[src/rtl/umul_pkg.sv]
// -----------------------------------------------------------------------------
// umul_pkg
//   Shared definitions for the time-shared unsigned multiplier scheduler.
//   - umul_state_e : scheduler FSM states (IDLE, MUL, DONE)
//   - sat_low()    : clamps the low half of a product to all-ones when the
//                    high half is non-zero
// -----------------------------------------------------------------------------
package umul_pkg;

  typedef enum logic [1:0] {
    IDLE = 2'd0,
    MUL  = 2'd1,
    DONE = 2'd2
  } umul_state_e;

  // Widest operand the saturation helper handles; callers zero-extend into
  // this width and truncate the result back to their own width.
  localparam int SAT_MAX_W = 64;

  // Returns the low w bits of 'lo', or w ones when the high half was non-zero.
  function automatic logic [SAT_MAX_W-1:0] sat_low(
    input logic [SAT_MAX_W-1:0] lo,
    input logic                 hi_nz,
    input int unsigned          w
  );
    logic [SAT_MAX_W-1:0] ones;
    ones = {SAT_MAX_W{1'b1}} >> (SAT_MAX_W - w);
    return hi_nz ? ones : lo;
  endfunction

endpackage

[src/rtl/umul_iter.sv]
// -----------------------------------------------------------------------------
// umul_iter
//   Iterative unsigned shift-add multiplier datapath. One partial product is
//   added per 'step' cycle; the accumulator is 2*DATA_WIDTH bits so it can
//   never wrap.
//
//   Configuration macro: UMUL_SCHED_EARLY_EXIT_EN
//     undefined : 'last' asserts on the DATA_WIDTH-th step
//     defined   : 'last' asserts on the step after which the shifted
//                 multiplier is zero (at least one step)
//
//   Ports
//     clk, rst   : clock, asynchronous active-high reset
//     load       : capture operands, clear accumulator and step count
//     step       : perform one shift-add iteration
//     mcand_in   : multiplicand
//     mplier_in  : multiplier
//     acc_next   : accumulator value after the current step
//     last       : current step is the final one
// -----------------------------------------------------------------------------
module umul_iter
  import umul_pkg::*;
#(
  parameter int DATA_WIDTH = 8
) (
  input  logic                      clk,
  input  logic                      rst,
  input  logic                      load,
  input  logic                      step,
  input  logic [DATA_WIDTH-1:0]     mcand_in,
  input  logic [DATA_WIDTH-1:0]     mplier_in,
  output logic [2*DATA_WIDTH-1:0]   acc_next,
  output logic                      last
);

  localparam int CNT_W = $clog2(DATA_WIDTH + 1);

  logic [DATA_WIDTH-1:0]   mcand;
  logic [DATA_WIDTH-1:0]   mplier;
  logic [2*DATA_WIDTH-1:0] acc;
  logic [CNT_W-1:0]        count;
  logic [2*DATA_WIDTH-1:0] partial;

  always_comb begin
    partial  = mplier[0] ? ({{DATA_WIDTH{1'b0}}, mcand} << count) : '0;
    acc_next = acc + partial;
`ifdef UMUL_SCHED_EARLY_EXIT_EN
    // Remaining multiplier bits all zero: nothing more to add.
    last     = (mplier[DATA_WIDTH-1:1] == '0);
`else
    last     = (count == CNT_W'(DATA_WIDTH - 1));
`endif
  end

  always_ff @(posedge clk or posedge rst) begin
    if (rst) begin
      mcand  <= '0;
      mplier <= '0;
      acc    <= '0;
      count  <= '0;
    end else if (load) begin
      mcand  <= mcand_in;
      mplier <= mplier_in;
      acc    <= '0;
      count  <= '0;
    end else if (step) begin
      acc    <= acc_next;
      mplier <= mplier >> 1;
      count  <= count + CNT_W'(1);
    end
  end

endmodule

[src/rtl/umul_sched.sv]
// -----------------------------------------------------------------------------
// umul_sched
//   Round-robin scheduler sharing one iterative unsigned multiplier among
//   NUM_REQ requesters. FSM: IDLE (arbitrate/accept) -> MUL (iterate) ->
//   DONE (hold response until rsp_ready).
//
//   Configuration macro: UMUL_SCHED_EARLY_EXIT_EN (see umul_iter)
//
//   Ports
//     clk, rst      : clock, asynchronous active-high reset
//     req_valid     : per-requester request
//     req_ready     : one-hot accept, only in IDLE
//     req_in0/1     : packed per-requester multiplicand / multiplier
//     rsp_valid     : response held until rsp_ready
//     rsp_ready     : consumer accepts response
//     rsp_id        : requester owning the response
//     rsp_out       : low half of product, saturated to all-ones on overflow
//     rsp_overflow  : high half of product
//     rsp_sig_ov    : high half non-zero
// -----------------------------------------------------------------------------
module umul_sched
  import umul_pkg::*;
#(
  parameter int DATA_WIDTH = 8,
  parameter int NUM_REQ    = 4
) (
  input  logic                            clk,
  input  logic                            rst,
  input  logic [NUM_REQ-1:0]              req_valid,
  output logic [NUM_REQ-1:0]              req_ready,
  input  logic [NUM_REQ*DATA_WIDTH-1:0]   req_in0,
  input  logic [NUM_REQ*DATA_WIDTH-1:0]   req_in1,
  output logic                            rsp_valid,
  input  logic                            rsp_ready,
  output logic [$clog2(NUM_REQ)-1:0]      rsp_id,
  output logic [DATA_WIDTH-1:0]           rsp_out,
  output logic [DATA_WIDTH-1:0]           rsp_overflow,
  output logic                            rsp_sig_ov
);

  localparam int ID_W = $clog2(NUM_REQ);

  umul_state_e             state;
  logic [ID_W-1:0]         rr_ptr;
  logic [ID_W-1:0]         cur_id;
  logic [ID_W-1:0]         win_id;
  logic [ID_W-1:0]         rr_next;
  logic [ID_W:0]           idx_w;
  logic                    any_vld;
  logic                    accept;
  logic                    mul_last;
  logic [2*DATA_WIDTH-1:0] acc_next;
  logic [DATA_WIDTH-1:0]   prod_hi;
  logic [DATA_WIDTH-1:0]   prod_lo;
  logic                    prod_ov;
  logic [DATA_WIDTH-1:0]   prod_sat;

  // Round-robin search: first valid requester at or after rr_ptr, wrapping.
  always_comb begin
    any_vld = 1'b0;
    win_id  = '0;
    idx_w   = '0;
    for (int i = 0; i < NUM_REQ; i++) begin
      idx_w = {1'b0, rr_ptr} + (ID_W+1)'(i);
      if (idx_w >= (ID_W+1)'(NUM_REQ)) idx_w = idx_w - (ID_W+1)'(NUM_REQ);
      if (!any_vld && req_valid[idx_w[ID_W-1:0]]) begin
        any_vld = 1'b1;
        win_id  = idx_w[ID_W-1:0];
      end
    end
  end

  assign accept  = (state == IDLE) && any_vld && !rst;
  assign rr_next = (win_id == ID_W'(NUM_REQ - 1)) ? '0 : win_id + ID_W'(1);

  always_comb begin
    req_ready = '0;
    if (accept) req_ready[win_id] = 1'b1;
  end

  umul_iter #(
    .DATA_WIDTH (DATA_WIDTH)
  ) u_iter (
    .clk       (clk),
    .rst       (rst),
    .load      (accept),
    .step      (state == MUL),
    .mcand_in  (req_in0[win_id*DATA_WIDTH +: DATA_WIDTH]),
    .mplier_in (req_in1[win_id*DATA_WIDTH +: DATA_WIDTH]),
    .acc_next  (acc_next),
    .last      (mul_last)
  );

  assign prod_hi  = acc_next[2*DATA_WIDTH-1:DATA_WIDTH];
  assign prod_lo  = acc_next[DATA_WIDTH-1:0];
  assign prod_ov  = |prod_hi;
  assign prod_sat = DATA_WIDTH'(sat_low(SAT_MAX_W'(prod_lo), prod_ov, DATA_WIDTH));

  // Response fields are captured from the final accumulator value on the
  // last MUL cycle, so they are registered and stable throughout DONE.
  always_ff @(posedge clk or posedge rst) begin
    if (rst) begin
      state        <= IDLE;
      rr_ptr       <= '0;
      cur_id       <= '0;
      rsp_valid    <= 1'b0;
      rsp_id       <= '0;
      rsp_out      <= '0;
      rsp_overflow <= '0;
      rsp_sig_ov   <= 1'b0;
    end else begin
      case (state)
        IDLE: begin
          if (accept) begin
            cur_id <= win_id;
            rr_ptr <= rr_next;
            state  <= MUL;
          end
        end
        MUL: begin
          if (mul_last) begin
            rsp_valid    <= 1'b1;
            rsp_id       <= cur_id;
            rsp_out      <= prod_sat;
            rsp_overflow <= prod_hi;
            rsp_sig_ov   <= prod_ov;
            state        <= DONE;
          end
        end
        DONE: begin
          // Always pass through IDLE after a handshake; no same-cycle re-accept.
          if (rsp_ready) begin
            rsp_valid <= 1'b0;
            state     <= IDLE;
          end
        end
        default: state <= IDLE;
      endcase
    end
  end

endmodule

[config.mk]
export PLATFORM = sky130hd
export DESIGN_NAME = umul_sched
export DESIGN_NICKNAME = d
export VERILOG_FILES = /design/src/rtl/umul_pkg.sv /design/src/rtl/umul_iter.sv /design/src/rtl/umul_sched.sv
export SDC_FILE = /design/constraint.sdc
export NUM_CORES = 1
export LEC_CHECK = 0
export ABC_AREA = 1
export BUFFER_PORTS_ARGS = -buffer_cell sky130_fd_sc_hd__clkbuf_2
export CAP_MARGIN = 20
export CORE_MARGIN = 5
export CORE_UTILIZATION = 61
export DETAILED_ROUTE_END_ITERATION = 10
export GPL_TIMING_DRIVEN = 0
export PLACE_DENSITY = 0.88
export SLEW_MARGIN = 20
export SYNTH_ARGS = -nofsm -noshare
export SYNTH_HDL_FRONTEND = slang
export SYNTH_SLANG_ARGS = --single-unit
[constraint.sdc]
create_clock -name clk -period 9.07 [get_ports clk]
set_clock_uncertainty 0.1 [all_clocks]
set_input_delay 1.814 -clock clk [delete_from_list [all_inputs] [get_ports clk]]
set_output_delay 1.814 -clock clk [all_outputs]
set_load 0.03 [all_outputs]
# Word-level counts from Yosys, hierarchy flattened
# Index checks and enable logic that the tools add are counted.
dict set report op_classes {
  add_sub_neg 10
  order_cmp 10
  eq_ne 7
  shift 3
  muxes 39
  n_reduce_logical 18
}
# operator n
set ops {}
lappend ops {{$shiftx 32x6->8} 2}
lappend ops {{$mux 16} 3}
lappend ops {{$mux 2} 12}
lappend ops {{$mux 8} 3}
lappend ops {{$add 16x16->16} 1}
lappend ops {{$shl 8x4->16} 1}
lappend ops {{$lt 2x3->1 const B} 5}
lappend ops {{$mux 4} 3}
lappend ops {{$mux 1} 11}
lappend ops {{$ge 3x3->1 const B} 3}
lappend ops {{$bmux 1 s2} 4}
lappend ops {{$reduce_or 8->1} 1}
lappend ops {{$sub 2x1->2 const B} 4}
lappend ops {{$add 2x2->3 const B} 2}
lappend ops {{$logic_and 1x1->1} 6}
lappend ops {{$ne 2x2->1 const B} 3}
lappend ops {{$pmux 2 s3} 1}
lappend ops {{$reduce_and 3->1} 2}
lappend ops {{$add 4x1->4 const B} 1}
lappend ops {{$eq 2x2->1 const B} 2}
lappend ops {{$eq 4x3->1 const B} 1}
lappend ops {{$logic_not 1->1} 4}
lappend ops {{$reduce_and 2->1} 2}
lappend ops {{$reduce_bool 2->1} 2}
lappend ops {{other kinds (8)} 8}
dict set report word_totals {
  register_bits 62
  inputBits 71
  out_inout_bits 24
  elab_cells 99
}

# Longest topological paths before layout
dict set report logic_depth {
  ltp_word 19
  mapped_depth 25
  mapped_depth_nobuf 24
}

# By module
# A second synthesis with hierarchy kept.
dict set report unflattened {
  hier_cells 754
  hier_area_um2 5053.6
}
# mod instances cells_per_inst area_per_inst_um2 seq_area_each_um2
set modules_own_cells {}
lappend modules_own_cells {umul_iter 1 391 2760.1 900.9}
lappend modules_own_cells {umul_sched 1 363 2293.4 650.6}

# Worst setup path before layout
# Ideal clock, no wire load.
dict set report synth_timing {
  path_type {in2out}
  from {input req_valid[2]}
  to {output req_ready[3]}
  t_arrival_ps 3305
  t_required_ps 7156
  path_slack_ps 3851
  path_stages 13
  cell_sequence {inv_1 -> nand2_1 -> nand3_2 -> nand2_2 -> nor2_8 -> nand3_4 -> nand3_1 -> nand2_1 -> inv_2 -> buf_4 -> ha_1 -> inv_1 -> nor2_1}
}
dict set report synth_between {
  elab_chain_cells 17
}
# element line_no
set synth_rtl {}
lappend synth_rtl {{from (decl)} umul_sched.sv:29} ;# input logic [NUM_REQ-1:0] req_valid,
lappend synth_rtl {{$bmux 1 s2} umul_sched.sv:66} ;# if (!any_vld && req_valid[idx_w[ID_W-1:0]]) begin
lappend synth_rtl {{$mux 1 (not written as such)} umul_sched.sv:66}
lappend synth_rtl {{$mux 1} umul_sched.sv:66}
lappend synth_rtl {{$logic_not 1->1} umul_sched.sv:66}
lappend synth_rtl {{$logic_and 1x1->1} umul_sched.sv:66}
lappend synth_rtl {{$mux 1} umul_sched.sv:66}
lappend synth_rtl {{$logic_not 1->1} umul_sched.sv:66}
lappend synth_rtl {{$logic_and 1x1->1} umul_sched.sv:66}
lappend synth_rtl {{[... 2 more ...]} n/a}
lappend synth_rtl {{$logic_and 1x1->1} umul_sched.sv:66}
lappend synth_rtl {{$mux 2 (*)} umul_sched.sv:66}
lappend synth_rtl {{net win_id[1]} umul_sched.sv:46} ;# logic [ID_W-1:0] win_id;
lappend synth_rtl {{$lt 2x3->1 (not written as such) or $ge 2x1->1 (tied branches)} umul_sched.sv:78} ;# if (accept) req_ready[win_id] = 1'b1;
lappend synth_rtl {{$logic_and 1x1->1 (not written as such)} umul_sched.sv:78}
lappend synth_rtl {{$mux 1 (not written as such)} umul_sched.sv:78}
lappend synth_rtl {{$demux 1 s2 (*)} umul_sched.sv:78}
lappend synth_rtl {{$mux 4 (*)} umul_sched.sv:78}
lappend synth_rtl {{to (decl)} umul_sched.sv:30} ;# output logic [NUM_REQ-1:0] req_ready,
# Mark *: on every way through the listed nets, which the timed path passes. The rest lies on a longest branch. The select of a mux whose other input is x is not followed.

# Worst setup path in the final report
dict set report layout_timing {
  from {input req_valid[3]}
  to {output req_ready[0]}
}
dict set report layout_between {
  elab_chain_cells 17
}
# element line_no
set layout_rtl {}
lappend layout_rtl {{$bmux 1 s2} umul_sched.sv:66}
lappend layout_rtl {{$mux 1 (not written as such)} umul_sched.sv:66}
lappend layout_rtl {{$mux 1} umul_sched.sv:66}
lappend layout_rtl {{$logic_not 1->1} umul_sched.sv:66}
lappend layout_rtl {{$logic_and 1x1->1} umul_sched.sv:66}
lappend layout_rtl {{$mux 1} umul_sched.sv:66}
lappend layout_rtl {{$logic_not 1->1} umul_sched.sv:66}
lappend layout_rtl {{$logic_and 1x1->1} umul_sched.sv:66}
lappend layout_rtl {{$mux 1} umul_sched.sv:66}
lappend layout_rtl {{$logic_not 1->1} umul_sched.sv:66}
lappend layout_rtl {{$logic_and 1x1->1} umul_sched.sv:66}
lappend layout_rtl {{$mux 2} umul_sched.sv:66}
lappend layout_rtl {{$lt 2x3->1 (not written as such) or $ge 2x1->1 (tied branches)} umul_sched.sv:78}
lappend layout_rtl {{$logic_and 1x1->1 (not written as such)} umul_sched.sv:78}
lappend layout_rtl {{$mux 1 (not written as such)} umul_sched.sv:78}
lappend layout_rtl {{$demux 1 s2} umul_sched.sv:78}
lappend layout_rtl {{$mux 4 (*)} umul_sched.sv:78}
# Mark *: on every way between the ends. The rest lies on a longest branch, timed or not. The select of a mux whose other input is x is not followed.

==> results.cfg <==
[routing]
drtPass1Iterations = 5
remaining_drc_errors = 0
ant_nets = 0
drt_iter0_drc = 352
vias = 5173
viasPerCell = 5.43
wl_per_cell_um = 14.4
drt-total-wl_um = 13700

[power]
pwr-share-seq = 0.202
ir_drop_uv = 217
p_leak_nw = 3.21
p_sw_frac = 0.555
p_int_mw = 1.10
p_comb_frac = 0.695
p_clk_frac = 0.103
total_power_mw = 2.48
pwr_density_cell_nw_per_um2 = 440
switchingPower_mw = 1.38

[critical_path]
crit_slowest_cell = buf_2
critPathKind = input port to output port
path_buf_inv = 5
crit_path_cell_trace = clkbuf_2, inv_1, o21ai_0, nand2_2, nand2_2, nor2_8, nand3_4, nand3_1, nand2_1, buf_2, ha_1, inv_1, nor2_1, clkbuf_2
setup.worst_path.start_class = input port
crit_family = simple AND/OR/NAND/NOR gates
ff2ff_setup_slack_ns = 5.10
crit_arrival_ns = 3.51
worstPathRequired_ns = 7.16
endpoint_kind = output port
slowest_delay_ns = 0.26
critPathMaxFanout = 11

[die]
die_h_um = 98.8
core-area_um2 = 7690
io_pins = 95
start_util = 0.626
die_x_um = 98.8
die_area_um2 = 9760
rows = 32

[cells_and_area]
nNetsFinal = 938
area_growth_pct = 17.1
drive_gt1_frac = 0.184
layout_commonest_cell = nand2_1
layout_common_cells = 289 x nand2_1, 94 x clkbuf_2, 89 x inv_1
final_util = 0.733
antenna_cells = 0

[cts]
clock-sinks = 62
cts.clk_slew.worst_paths_ns = 0.08
hold_buffers = 0
tritoncts = done
ctsResizeCount = 0
post_cts_buffers = 0
clk_latency_ns = 0.35
cts_inserted_buffers = 9
cts_root_buf = clkbuf_8
h-tree-depth = 3
clockBufferDepth = 2

[grt]
grt_overflow_total = 0
grtUsageTotal = 0.291
grt_max_degree = 35
first_global_vias = 5112
grt_pass1_wl_um = 23300
antenna_found_initial = 0

[run_status]
outcome = finished clean

[placed_design]
portBuffers = 94
dp_hpwl_um = 10900
routabilityCongestion = 0.987

[job]
maxCapViolCount = 0

[min_path]
hold_class = register to register

[sta]
fin_crit_ns = 5.42
hold_violations = 0
max_freq_mhz = 184
max_slew.worst_pin.slew_ns = 0.570
hold_ws_ns = 0.386
finalSetupTns_ns = 0
maxSlewHeadroom = 0.619
fin_crit_sh = 0.598
setup_viol = 0
slew_violations = 0
rsz0062_at_grt = false

[synthesis]
synth.avg_cell_area_um2 = 6.50
synthesis.nets = 832
synth_edf_count = 0
ys_seq_area_frac = 0.322
synth_ff_type = dfrtp_1
ys_types = 40
synth_seq_cells = 62
synth_async_sr_flop_share = 1.00
syn-cell-area_um2 = 4810
yosys_warnings = 0
synthCells = 740
## synth_stat cells (6+ instances only)
cell type	number	area, µm²
nor2_1	40	150
nand3_1	65	325
a21oi_1	13	65.1
nand2_1	289	1080
dfrtp_1	62	1550
o21ai_0	37	185
clkbuf_1	10	37.5
nand2_2	7	43.8
o22ai_1	8	50.1
buf_4	6	45.0
ha_1	20	250
o211ai_1	8	60.1
nand4_1	14	87.6
or2_2	7	43.8
nand3b_1	13	97.6
buf_2	6	30.0
inv_1	90	338
## registers in the layout (all words and copies together) (netlist names)
register / count
u_iter.acc: 16
rsp_out: 8
rsp_overflow: 8
u_iter.mcand: 8
u_iter.mplier: 8
u_iter.count: 4
cur_id: 2
rr_ptr: 2
rsp_id: 2
state: 2
rsp_sig_ov: 1
rsp_valid: 1
## power groups by stage
stage,Clock [mW],Combinational [mW],Sequential (mW)
4_1_cts,0.257,1.70,0.497
5_1_grt,0.275,1.92,0.516
2_1_floorplan,0,1.20,0.560
3_5_place_dp,0,1.68,0.500
6_report,0.256,1.72,0.500
3_3_place_gp,0,1.63,0.496
## through the flow
stage / setup slack (ns) / std cells / instance area, µm²
floorplan: 3.85 / 740 / 4810
global placement: 3.73 / 936 / 5410
detailed placement: 3.69 / 937 / 5430
CTS: 3.68 / 953 / 5640
global route: 3.47 / 953 / 5640
finish: 3.65 / 953 / 5640
## tightest hold or removal path, cell delays in order (launching register included)
cell and delay [ns]:
dfrtp_1 0.36, nand2_1 0.05, nand2_1 0.05
## path summary, 6_finish.rpt
check / start / endpoint / cells past startpoint
max: req_valid[3] / req_ready[0] / 14
min: rsp_id[0] / rsp_id[0] / 2
max reg2reg: u_iter.count[1] / rsp_out[4] / 19
min reg2reg: rsp_id[0] / rsp_id[0] / 2
max in group asynchronous: rst / u_iter.mcand[3] / 3
min in group asynchronous: rst / rr_ptr[0] / 2
## per-layer routing
metal | share of wire | global-route usage
met1 | 0.44 | 0.393
met2 | 0.47 | 0.471
met3 | 0.065 | 0.0524
met4 | 0.024 | 0.103
met5 | 0 | 0
## final cells by class
class                   count  area [µm²]
well taps                 102         128
flip-flops and latches     62        1550
multi-input cells         557        2750
repair buffers             95         490
inverters                  96         363
clock inverters             7        80.1
plain buffers              25         146
fillers                   646        2050
clock buffers               9         124
## cell families (layout without fill, tap and decap cells)
family | Yosys count | in the layout | synth area share
buffers and inverters | 121 | 232 | 0.105
and+or+nand+nor | 451 | 451 | 0.409
DFF | 62 | 62 | 0.322
xor gates and xnor gates | 8 | 8 | 0.0146
adders and majority gates | 21 | 21 | 0.0562
AOI/OAI and AO/OA | 77 | 77 | 0.0923
No activity file was read; power rests on OpenSTA's default activity.
